$ cat src/rtl/comp_pkg.sv
// Shared types and helpers for the multi-cycle magnitude comparator.
package comp_pkg;

    // Comparator FSM states
    typedef enum logic [1:0] {
        StIdle,
        StScan,
        StDone
    } state_e;

    // Result encoding {gt, lt, eq}; ResNone means no verdict yet
    typedef logic [2:0] res_t;
    localparam res_t ResNone = 3'b000;
    localparam res_t ResGt   = 3'b100;
    localparam res_t ResLt   = 3'b010;
    localparam res_t ResEq   = 3'b001;

    typedef struct packed {
        int unsigned nchunk;
        int unsigned cnt_w;
    } chunk_cfg_t;

    // Number of chunks and the width of a counter holding 0..nchunk
    function automatic chunk_cfg_t chunk_cfg(int unsigned width, int unsigned chunk);
        chunk_cfg_t cfg;
        cfg.nchunk = width / chunk;
        cfg.cnt_w  = $clog2(cfg.nchunk + 1);
        return cfg;
    endfunction

endpackage

$ cat src/rtl/comp_seq_nb_if.sv
// Operand/result handshake bundle for comp_seq_nb.
interface comp_seq_nb_if #(
    parameter int unsigned WIDTH = 16,
    parameter int unsigned CHUNK = 4
);
    import comp_pkg::*;

    localparam chunk_cfg_t Cfg = chunk_cfg(WIDTH, CHUNK);
    localparam int unsigned CntW = Cfg.cnt_w;

    logic             in_valid;
    logic             in_ready;
    logic [WIDTH-1:0] a;
    logic [WIDTH-1:0] b;
    logic             signed_mode;
    logic             out_valid;
    logic             out_ready;
    logic             gt;
    logic             lt;
    logic             eq;
    logic [CntW-1:0]  chunks;

    // Producer/consumer side
    modport master (
        output in_valid, a, b, signed_mode, out_ready,
        input  in_ready, out_valid, gt, lt, eq, chunks
    );

    // Comparator side
    modport slave (
        input  in_valid, a, b, signed_mode, out_ready,
        output in_ready, out_valid, gt, lt, eq, chunks
    );

endinterface

$ cat src/rtl/comp_chunk.sv
// Combinational CHUNK-bit unsigned compare with optional MSB inversion,
// which turns a two's-complement top chunk into an unsigned-orderable one.
module comp_chunk #(
    parameter int unsigned CHUNK = 4
) (
    input  logic [CHUNK-1:0] x,
    input  logic [CHUNK-1:0] y,
    input  logic             msb_inv,
    output logic             gt,
    output logic             lt,
    output logic             eq
);

    logic [CHUNK-1:0] flip;
    logic [CHUNK-1:0] xm;
    logic [CHUNK-1:0] ym;

    // Bias the sign bit, then compare as unsigned
    always_comb begin
        flip           = '0;
        flip[CHUNK-1]  = msb_inv;
        xm             = x ^ flip;
        ym             = y ^ flip;
        gt             = (xm > ym);
        lt             = (xm < ym);
        eq             = (xm == ym);
    end

endmodule

$ cat src/rtl/comp_seq_nb.sv
// Multi-cycle magnitude comparator, MSB chunk first, CHUNK bits per cycle.
// Build option COMP_EARLY_EXIT_EN: when defined, SCAN stops at the first
// differing chunk; otherwise all chunks are scanned for constant latency.
module comp_seq_nb
    import comp_pkg::*;
#(
    parameter int unsigned WIDTH = 16,
    parameter int unsigned CHUNK = 4
) (
    input logic          clk,
    input logic          rst_n,
    comp_seq_nb_if.slave bus
);

    localparam chunk_cfg_t Cfg = chunk_cfg(WIDTH, CHUNK);
    localparam int unsigned NChunk = Cfg.nchunk;
    localparam int unsigned CntW   = Cfg.cnt_w;
    localparam int unsigned IdxW   = (NChunk > 1) ? $clog2(NChunk) : 1;
    localparam logic [IdxW-1:0] IdxTop = IdxW'(NChunk - 1);
    localparam logic [CntW-1:0] CntAll = CntW'(NChunk);

    if (WIDTH % CHUNK != 0) begin : g_bad_cfg
        $error("comp_seq_nb: WIDTH must be a multiple of CHUNK");
    end

    state_e           state_q, state_d;
    logic [IdxW-1:0]  idx_q, idx_d;
    logic [WIDTH-1:0] a_q, a_d;
    logic [WIDTH-1:0] b_q, b_d;
    logic             sm_q, sm_d;
    res_t             res_q, res_d;
    logic [CntW-1:0]  cnt_q, cnt_d;

    logic [CHUNK-1:0] x_sel;
    logic [CHUNK-1:0] y_sel;
    logic             msb_inv;
    logic             c_gt, c_lt, c_eq;
    res_t             chunk_res;
    logic             done;

    // Select the chunk under inspection; sign handling only on the top chunk
    always_comb begin
        x_sel     = a_q[int'(idx_q) * CHUNK +: CHUNK];
        y_sel     = b_q[int'(idx_q) * CHUNK +: CHUNK];
        msb_inv   = sm_q && (idx_q == IdxTop);
        chunk_res = c_gt ? ResGt : (c_lt ? ResLt : ResEq);
    end

    comp_chunk #(
        .CHUNK (CHUNK)
    ) u_chunk (
        .x       (x_sel),
        .y       (y_sel),
        .msb_inv (msb_inv),
        .gt      (c_gt),
        .lt      (c_lt),
        .eq      (c_eq)
    );

    // Next-state and datapath update
    always_comb begin
        state_d = state_q;
        idx_d   = idx_q;
        a_d     = a_q;
        b_d     = b_q;
        sm_d    = sm_q;
        res_d   = res_q;
        cnt_d   = cnt_q;
        unique case (state_q)
            StIdle: begin
                if (bus.in_valid) begin
                    a_d     = bus.a;
                    b_d     = bus.b;
                    sm_d    = bus.signed_mode;
                    idx_d   = IdxTop;
                    res_d   = ResNone;
                    cnt_d   = '0;
                    state_d = StScan;
                end
            end
            StScan: begin
`ifdef COMP_EARLY_EXIT_EN
                if (!c_eq) begin
                    res_d   = chunk_res;
                    cnt_d   = CntAll - CntW'(idx_q);
                    state_d = StDone;
                end else if (idx_q == '0) begin
                    res_d   = ResEq;
                    cnt_d   = CntAll;
                    state_d = StDone;
                end else begin
                    idx_d = idx_q - 1'b1;
                end
`else
                // Keep the first differing chunk's verdict; equal at the end means Eq
                if (res_q == ResNone && (!c_eq || idx_q == '0)) begin
                    res_d = chunk_res;
                end
                if (idx_q == '0) begin
                    cnt_d   = CntAll;
                    state_d = StDone;
                end else begin
                    idx_d = idx_q - 1'b1;
                end
`endif
            end
            StDone: begin
                if (bus.out_ready) begin
                    state_d = StIdle;
                end
            end
            default: state_d = StIdle;
        endcase
    end

    // State and datapath registers
    always_ff @(posedge clk or negedge rst_n) begin
        if (!rst_n) begin
            state_q <= StIdle;
            idx_q   <= '0;
            a_q     <= '0;
            b_q     <= '0;
            sm_q    <= 1'b0;
            res_q   <= ResNone;
            cnt_q   <= '0;
        end else begin
            state_q <= state_d;
            idx_q   <= idx_d;
            a_q     <= a_d;
            b_q     <= b_d;
            sm_q    <= sm_d;
            res_q   <= res_d;
            cnt_q   <= cnt_d;
        end
    end

    // Outputs decode registered state only; results are zero unless DONE
    always_comb begin
        done          = (state_q == StDone);
        bus.in_ready  = (state_q == StIdle);
        bus.out_valid = done;
        bus.gt        = done && (res_q == ResGt);
        bus.lt        = done && (res_q == ResLt);
        bus.eq        = done && (res_q == ResEq);
        bus.chunks    = done ? cnt_q : '0;
    end

endmodule

$ cat src/flat_wrapper.sv
// flat-port wrapper written by rule: the top's interface ports become plain ports
module comp_seq_nb_flat import comp_pkg::*;
#(
    parameter int unsigned WIDTH = 16,
    parameter int unsigned CHUNK = 4
)
  (clk, rst_n, bus_in_valid, bus_a, bus_b, bus_signed_mode, bus_out_ready, bus_in_ready, bus_out_valid, bus_gt, bus_lt, bus_eq, bus_chunks);
  comp_seq_nb_if #(.WIDTH(WIDTH), .CHUNK(CHUNK)) bus_i ();
  input logic clk;
  input logic rst_n;
  input wire logic [$bits(bus_i.in_valid)-1:0] bus_in_valid;
  input wire logic [$bits(bus_i.a)-1:0] bus_a;
  input wire logic [$bits(bus_i.b)-1:0] bus_b;
  input wire logic [$bits(bus_i.signed_mode)-1:0] bus_signed_mode;
  input wire logic [$bits(bus_i.out_ready)-1:0] bus_out_ready;
  output wire logic [$bits(bus_i.in_ready)-1:0] bus_in_ready;
  output wire logic [$bits(bus_i.out_valid)-1:0] bus_out_valid;
  output wire logic [$bits(bus_i.gt)-1:0] bus_gt;
  output wire logic [$bits(bus_i.lt)-1:0] bus_lt;
  output wire logic [$bits(bus_i.eq)-1:0] bus_eq;
  output wire logic [$bits(bus_i.chunks)-1:0] bus_chunks;
  assign bus_i.in_valid = bus_in_valid;
  assign bus_i.a = bus_a;
  assign bus_i.b = bus_b;
  assign bus_i.signed_mode = bus_signed_mode;
  assign bus_i.out_ready = bus_out_ready;
  assign bus_in_ready = bus_i.in_ready;
  assign bus_out_valid = bus_i.out_valid;
  assign bus_gt = bus_i.gt;
  assign bus_lt = bus_i.lt;
  assign bus_eq = bus_i.eq;
  assign bus_chunks = bus_i.chunks;
  comp_seq_nb #(.WIDTH(WIDTH), .CHUNK(CHUNK)) u_core (.clk(clk), .rst_n(rst_n), .bus(bus_i));
endmodule
$ cat config.mk
export PLATFORM = sky130hd
export DESIGN_NAME = comp_seq_nb_flat
export DESIGN_NICKNAME = d
export VERILOG_FILES = /design/src/rtl/comp_pkg.sv /design/src/rtl/comp_seq_nb_if.sv /design/src/rtl/comp_chunk.sv /design/src/rtl/comp_seq_nb.sv /design/src/flat_wrapper.sv
export SDC_FILE = /design/constraint.sdc
export NUM_CORES = 1
export LEC_CHECK = 0
export ABC_AREA = 1
export CAP_MARGIN = 40
export CELL_PAD_IN_SITES_DETAIL_PLACEMENT = 1
export CELL_PAD_IN_SITES_GLOBAL_PLACEMENT = 2
export CORE_MARGIN = 8
export CORE_UTILIZATION = 31
export DETAILED_ROUTE_END_ITERATION = 10
export PLACE_DENSITY_LB_ADDON = 0.08
export SYNTH_ARGS = -nofsm -noshare
export SYNTH_HDL_FRONTEND = slang
export SYNTH_SLANG_ARGS = --single-unit
$ cat constraint.sdc
create_clock -name clk -period 4.8 [get_ports clk]
set_input_delay 0.96 -clock clk [delete_from_list [all_inputs] [get_ports clk]]
set_output_delay 0.96 -clock clk [all_outputs]
set_load 0.01 [all_outputs]
# Word-level counts from Yosys, hierarchy flattened
# Index checks and enable logic that the tools add are counted.
totals:
  reg_bits: 43
op_classes:
  add_sub_neg: 1
  order_cmp: 2
  eq_ne: 12
  shift: 2
  mux: 15
  bitwise_logic: 2
  n_reduce_logical: 16
op_table:
  columns: ["cell", "n"]
  rows:
  - ["variable part select 16 x 5 -> 4 bit", 2]
  - ["2-to-1 mux 3 bit", 5]
  - ["2-to-1 mux 2 bit", 6]
  - ["one-hot mux 3 bit (2 select lines)", 2]
  - ["AND reduction 3 bit", 4]
  - ["XOR 4 bit", 2]
  - ["inequality test 2 bit, second input constant", 3]
  - ["one-hot mux 2 bit (3 select lines)", 1]
  - ["logical AND 1 bit", 5]
  - ["equality test 2 bit, second input constant", 2]
  - ["equality test 4 bit", 1]
  - ["> comparator 4 bit", 1]
  - ["logical NOT 2 bit", 2]
  - ["less-than comparator 4 bit", 1]
  - ["inequality test 2 x 1 -> 1 bit, second input constant", 2]
  - ["one-hot mux 2 bit (2 select lines)", 1]
  - ["equality test 3 x 1 -> 1 bit, second input constant", 1]
  - ["equality test 3 x 2 -> 1 bit, second input constant", 1]
  - ["equality test 3 bit, second input constant", 1]
  - ["logical NOT 3 bit", 1]
  - ["equality test 2 x 1 -> 1 bit, second input constant", 1]
  - ["AND reduction 2 bit", 1]
  - ["nonzero test 2 bit", 1]
  - ["subtractor 2 x 1 -> 2 bit, second input constant", 1]
  - ["other kinds (2)", 2]

# Logic depth before layout (Yosys ltp)
logic_depth:
  word_depth: 9
  ltp_mapped: 14

# Cells and area by module
# Synthesis repeated with hierarchy kept, for this count alone.
unflattened:
  hier_cells: 265
  hier_area_um2: 2060.7
modules_own_cells:
  columns: ["module", "n_inst", "cells_each", "area_per_inst_um2", "seq_area_each_um2"]
  rows:
  - ["comp_seq_nb", 1, 244, 1931.9, 1026.0]
  - ["comp_chunk", 1, 21, 128.9, 0.0]

# Least setup slack after synthesis
# OpenSTA, ideal clock, no wires.
synth_timing:
  kind: "reg2out"
  startpoint: "register u_core.state_q[0]"
  endpoint: "output bus_eq"
  arrival_time_ps: 929
  required_time_ps: 3840
  setup_slack_ps: 2911
  path_stages_with_launch: 4
  path_buffers: 0
  cell_sequence: "dfrtp_1 inv_1 nand2_1 nor4_1"
synth_via:
  elab_chain_len: 2
synth_lines:
  columns: ["element", "line", "source"]
  rows:
  - ["from (decl)", "comp_seq_nb.sv:26", "state_e state_q, state_d;"]
  - ["from (signal assigned)", "comp_seq_nb.sv:119", "state_q <= StIdle;"]
  - ["from (signal assigned)", "comp_seq_nb.sv:127", "state_q <= state_d;"]
  - ["equality test 2 bit", "comp_seq_nb.sv:139", "done = (state_q == StDone);"]
  - ["logical AND 1 bit", "comp_seq_nb.sv:144", "bus.eq = done && (res_q == ResEq);"]
  - ["to (decl)", "flat_wrapper.sv:20", "output wire logic [$bits(bus_i.eq)-1:0] bus_eq;"]
# No other way between the ends.

# Worst setup path after layout
layout_timing:
  startpoint: "register u_core.state_q[0]"
  endpoint: "output bus_gt"
layout_via:
  elab_chain_len: 2
layout_lines:
  columns: ["element", "line", "source"]
  rows:
  - ["equality test 2 bit", "comp_seq_nb.sv:139", null]
  - ["logical AND 1 bit", "comp_seq_nb.sv:142", "bus.gt = done && (res_q == ResGt);"]
  - ["to (decl)", "flat_wrapper.sv:18", "output wire logic [$bits(bus_i.gt)-1:0] bus_gt;"]
# No other way between the ends.

==> results_dict.tcl <==
set metrics [dict create \
    port_buffers 42 \
    synth_top_area_share_pct 49.40 \
    layout-drive-gt1-share_pct 5.556 \
    dpl_worst_slack_ns 1.850 \
    tightest_slew_ns 0.7492 \
    cp-startpoint "u_core.state_q[0]$_DFFE_PN0P_" \
    wl_per_cell_um 13.85 \
    max_stage_delay_ns 0.59 \
    hold_violations 0 \
    netlist_instances 267 \
    viasPerCell 4.611 \
    worst_clock_skew_ns 0.008636 \
    num_rows 30 \
    slew_viol_final 0 \
    netlist_area_mm2 0.002077 \
    cts_setup_buffers 0 \
    crit_family "buffers and inverters" \
    synth.area.top_cells "dfrtp_1 49%, nand2_1 24%, o21ai_0 4.3%" \
    initial_core_util_pct 31.26 \
    rr_worst_depth 13 \
    setup_viol 0 \
    maxCapViolations 0 \
    r2r-start "u_core.idx_q[0]$_DFFE_PN0P_" \
    leakage_uw 0.001316 \
    timing_worst_setup_path_type "flip-flop to output pin" \
    cp_max_fo 6 \
    drcViolationCount 0 \
    cp_cell_sequence "inv_1 -> nand2_1 -> nor4_1 -> clkdlybuf4s50_1" \
    clock-sinks 41 \
    die_area_mm2 0.009576 \
    multiInputGateArea_um2 893.4 \
    core_mm2 0.006644 \
    drtIter0Drc 49 \
    setup_slack_ns 2.071 \
    place_inst 378 \
    final_nets 348 \
    grt_pass1_wl_um 9190 \
    worstSetupEndpoint "bus_gt" \
    root_buffer "clkbuf_8" \
    rsz0062_at_grt "false" \
    syn_avg_cell_area_um2 7.779 \
    die_h_um 97.86 \
    die_w_um 97.86 \
    cp.depth 4 \
    stdcell_area_mm2 0.002635 \
    yosysWarnings 0 \
    dp_hpwl_um 3854 \
    firstDrtPassIters 4 \
    vdd_ir_drop_max_v 0.0001720 \
    rrSetupSlack_ns 2.29 \
    grt_use_total_pct 11.87 \
    cts_buffers 5 \
    cts.clk_slew.worst_paths_ns 0.09 \
    crit_required_ns 3.84 \
    end_kind "output pin" \
    cts_max_path_buffers 2 \
    cts_max_level 2 \
    fillCellCount 832 \
    antenna_found_initial 0 \
    place_area_mm2 0.002515 \
    vias 1780 \
    synth_area_leader_cell "dfrtp_1" \
    tritoncts "yes" \
    cp.buffers_inverters 2 \
    ioPinCount 45 \
    seq_area_frac_synth_pct 49.40 \
    finalSetupTns_ns 0 \
    clk_latency_ns 0.29 \
    place_congestion 0.7095 \
    cts_resized 0 \
    cellPowerDensity_mw_per_mm2 669.6 \
    period_needed_ns 2.729 \
    syn2layout_area_growth_pct 26.87 \
    max_freq_ghz 0.3664 \
    cts_hold_buf 0 \
    antenna_cells 0 \
    status "completed" \
    ys_ff_latch 41 \
    ant_nets 0 \
    ff_latch_area_mm2 0.001026 \
    rr_endpoint "u_core.res_q[0]$_DFFE_PN0P_" \
    hold_path_class "flip-flop to flip-flop" \
    stdcell_count 386 \
    routed_wl_um 5346 \
    grt_max_degree 40 \
    cp-start-kind "flip-flop" \
    finalCritPeriodShare_pct 56.86 \
    slowest_stage "clkdlybuf4s50_1" \
    first_global_vias 1871 \
    slew_headroom_pct 49.87 \
    arrival_ns 1.77 \
    grt.overflow.total 0 \
    ys_types 22 \
]
synth_stat cells:
cell type / instances
o22a_1: 3
nand2_2: 2
nand3_1: 7
nor2_4: 1
buf_6: 5
nor2_1: 18
buf_2: 2
a21oi_1: 3
o21ai_2: 1
ha_1: 6
inv_2: 3
inv_1: 11
nor4_1: 2
o21ai_0: 18
conb_1: 1
clkbuf_2: 1
dfrtp_1: 41
buf_4: 5
nand2_1: 132
xor2_1: 1
xnor2_1: 1
o22ai_1: 3
how the worst min path moves through the flow:
| stage | cells past startpoint | slack [ns] | end | start |
|---|---|---|---|---|
| floorplan | 2 | 0.44 | u_core.a_q[10]$_DFFE_PN0P_ | u_core.a_q[10]$_DFFE_PN0P_ |
| global placement | 2 | 0.46 | u_core.a_q[8]$_DFFE_PN0P_ | u_core.a_q[8]$_DFFE_PN0P_ |
| detailed placement | 2 | 0.46 | u_core.a_q[9]$_DFFE_PN0P_ | u_core.a_q[9]$_DFFE_PN0P_ |
| CTS | 2 | 0.49 | u_core.a_q[9]$_DFFE_PN0P_ | u_core.a_q[9]$_DFFE_PN0P_ |
| global route | 2 | 0.51 | u_core.a_q[8]$_DFFE_PN0P_ | u_core.a_q[8]$_DFFE_PN0P_ |
| finish | 2 | 0.49 | u_core.b_q[7]$_DFFE_PN0P_ | u_core.b_q[7]$_DFFE_PN0P_ |
metrics by stage:
stage / total power, uW / utilization, % / hold WS (ns)
after global routing: 1966 / 39.66 / 0.5079
final: 1764 / 39.66 / 0.4872
after floorplan: 1280 / - / 0.4436
after detailed placement: 1502 / 37.85 / 0.4648
after CTS: 1809 / 39.66 / 0.4900
after global placement: 1478 / 37.44 / 0.4627
placed cells by master, fill, tap and decap left out:
master,count
nand2_1,132
clkdlybuf4s50_1,41
dfrtp_1,41
nor2_1,18
o21ai_0,18
inv_1,11
nand3_1,7
ha_1,6
clkbuf_8,6
inv_2,3
o22a_1,3
o22ai_1,3
a21oi_1,3
nor4_1,2
nand2_2,2
conb_1,2
xor2_1,1
xnor2_1,1
nor2_4,1
o21ai_2,1
clkinvlp_4,1
bufinv_16,1
buf_2,1
buf_16,1
sequential cells by signal, indices dropped and copies added (netlist names):
register        cells
u_core.a_q         16
u_core.b_q         16
u_core.res_q        3
u_core.idx_q        2
u_core.state_q      2
u_core.cnt_q        1
u_core.sm_q         1
per-layer routing:
layer  global-route usage (%)  wire [um]  vias to the layer above
met4                    3.597         45                        0
met1                    14.68       2577                      846
met2                    19.81       2554                       26
met3                    2.916        168                        5
li1                         -          -                      903
met5                        0          0                        -
tightest hold or removal path, cell delays in order (launching register included):
cell	delay, ns
dfrtp_1	0.35
nand2_1	0.06
nand2_1	0.05
final cells by class:
cell class	count	share of cell area, %
tap	80	3.799
inverter	14	1.994
sequential	41	38.94
multi-input combinational	200	33.90
clock buffer	6	3.134
timing repair buffer	43	16.81
clock inverter	2	1.424
cells by family after synthesis:
kind of cell    share of synthesized area [%]
compound gates                          7.651
xor+xnor                               0.8435
fa+ha+maj                               3.614
buf+inv                                 7.771
flops                                   49.40
other cells                            0.1805
simple gates                            30.54
report_power, final:
group          leakage [uW]  switching (uW)  total (uW)  internal, uW
sequential         0.000509             132         643           511
combinational      0.000749             502         824           322
clock             0.0000574             128         297           169
total               0.00132             762        1760          1000
(Power assumes the default switching activity.)
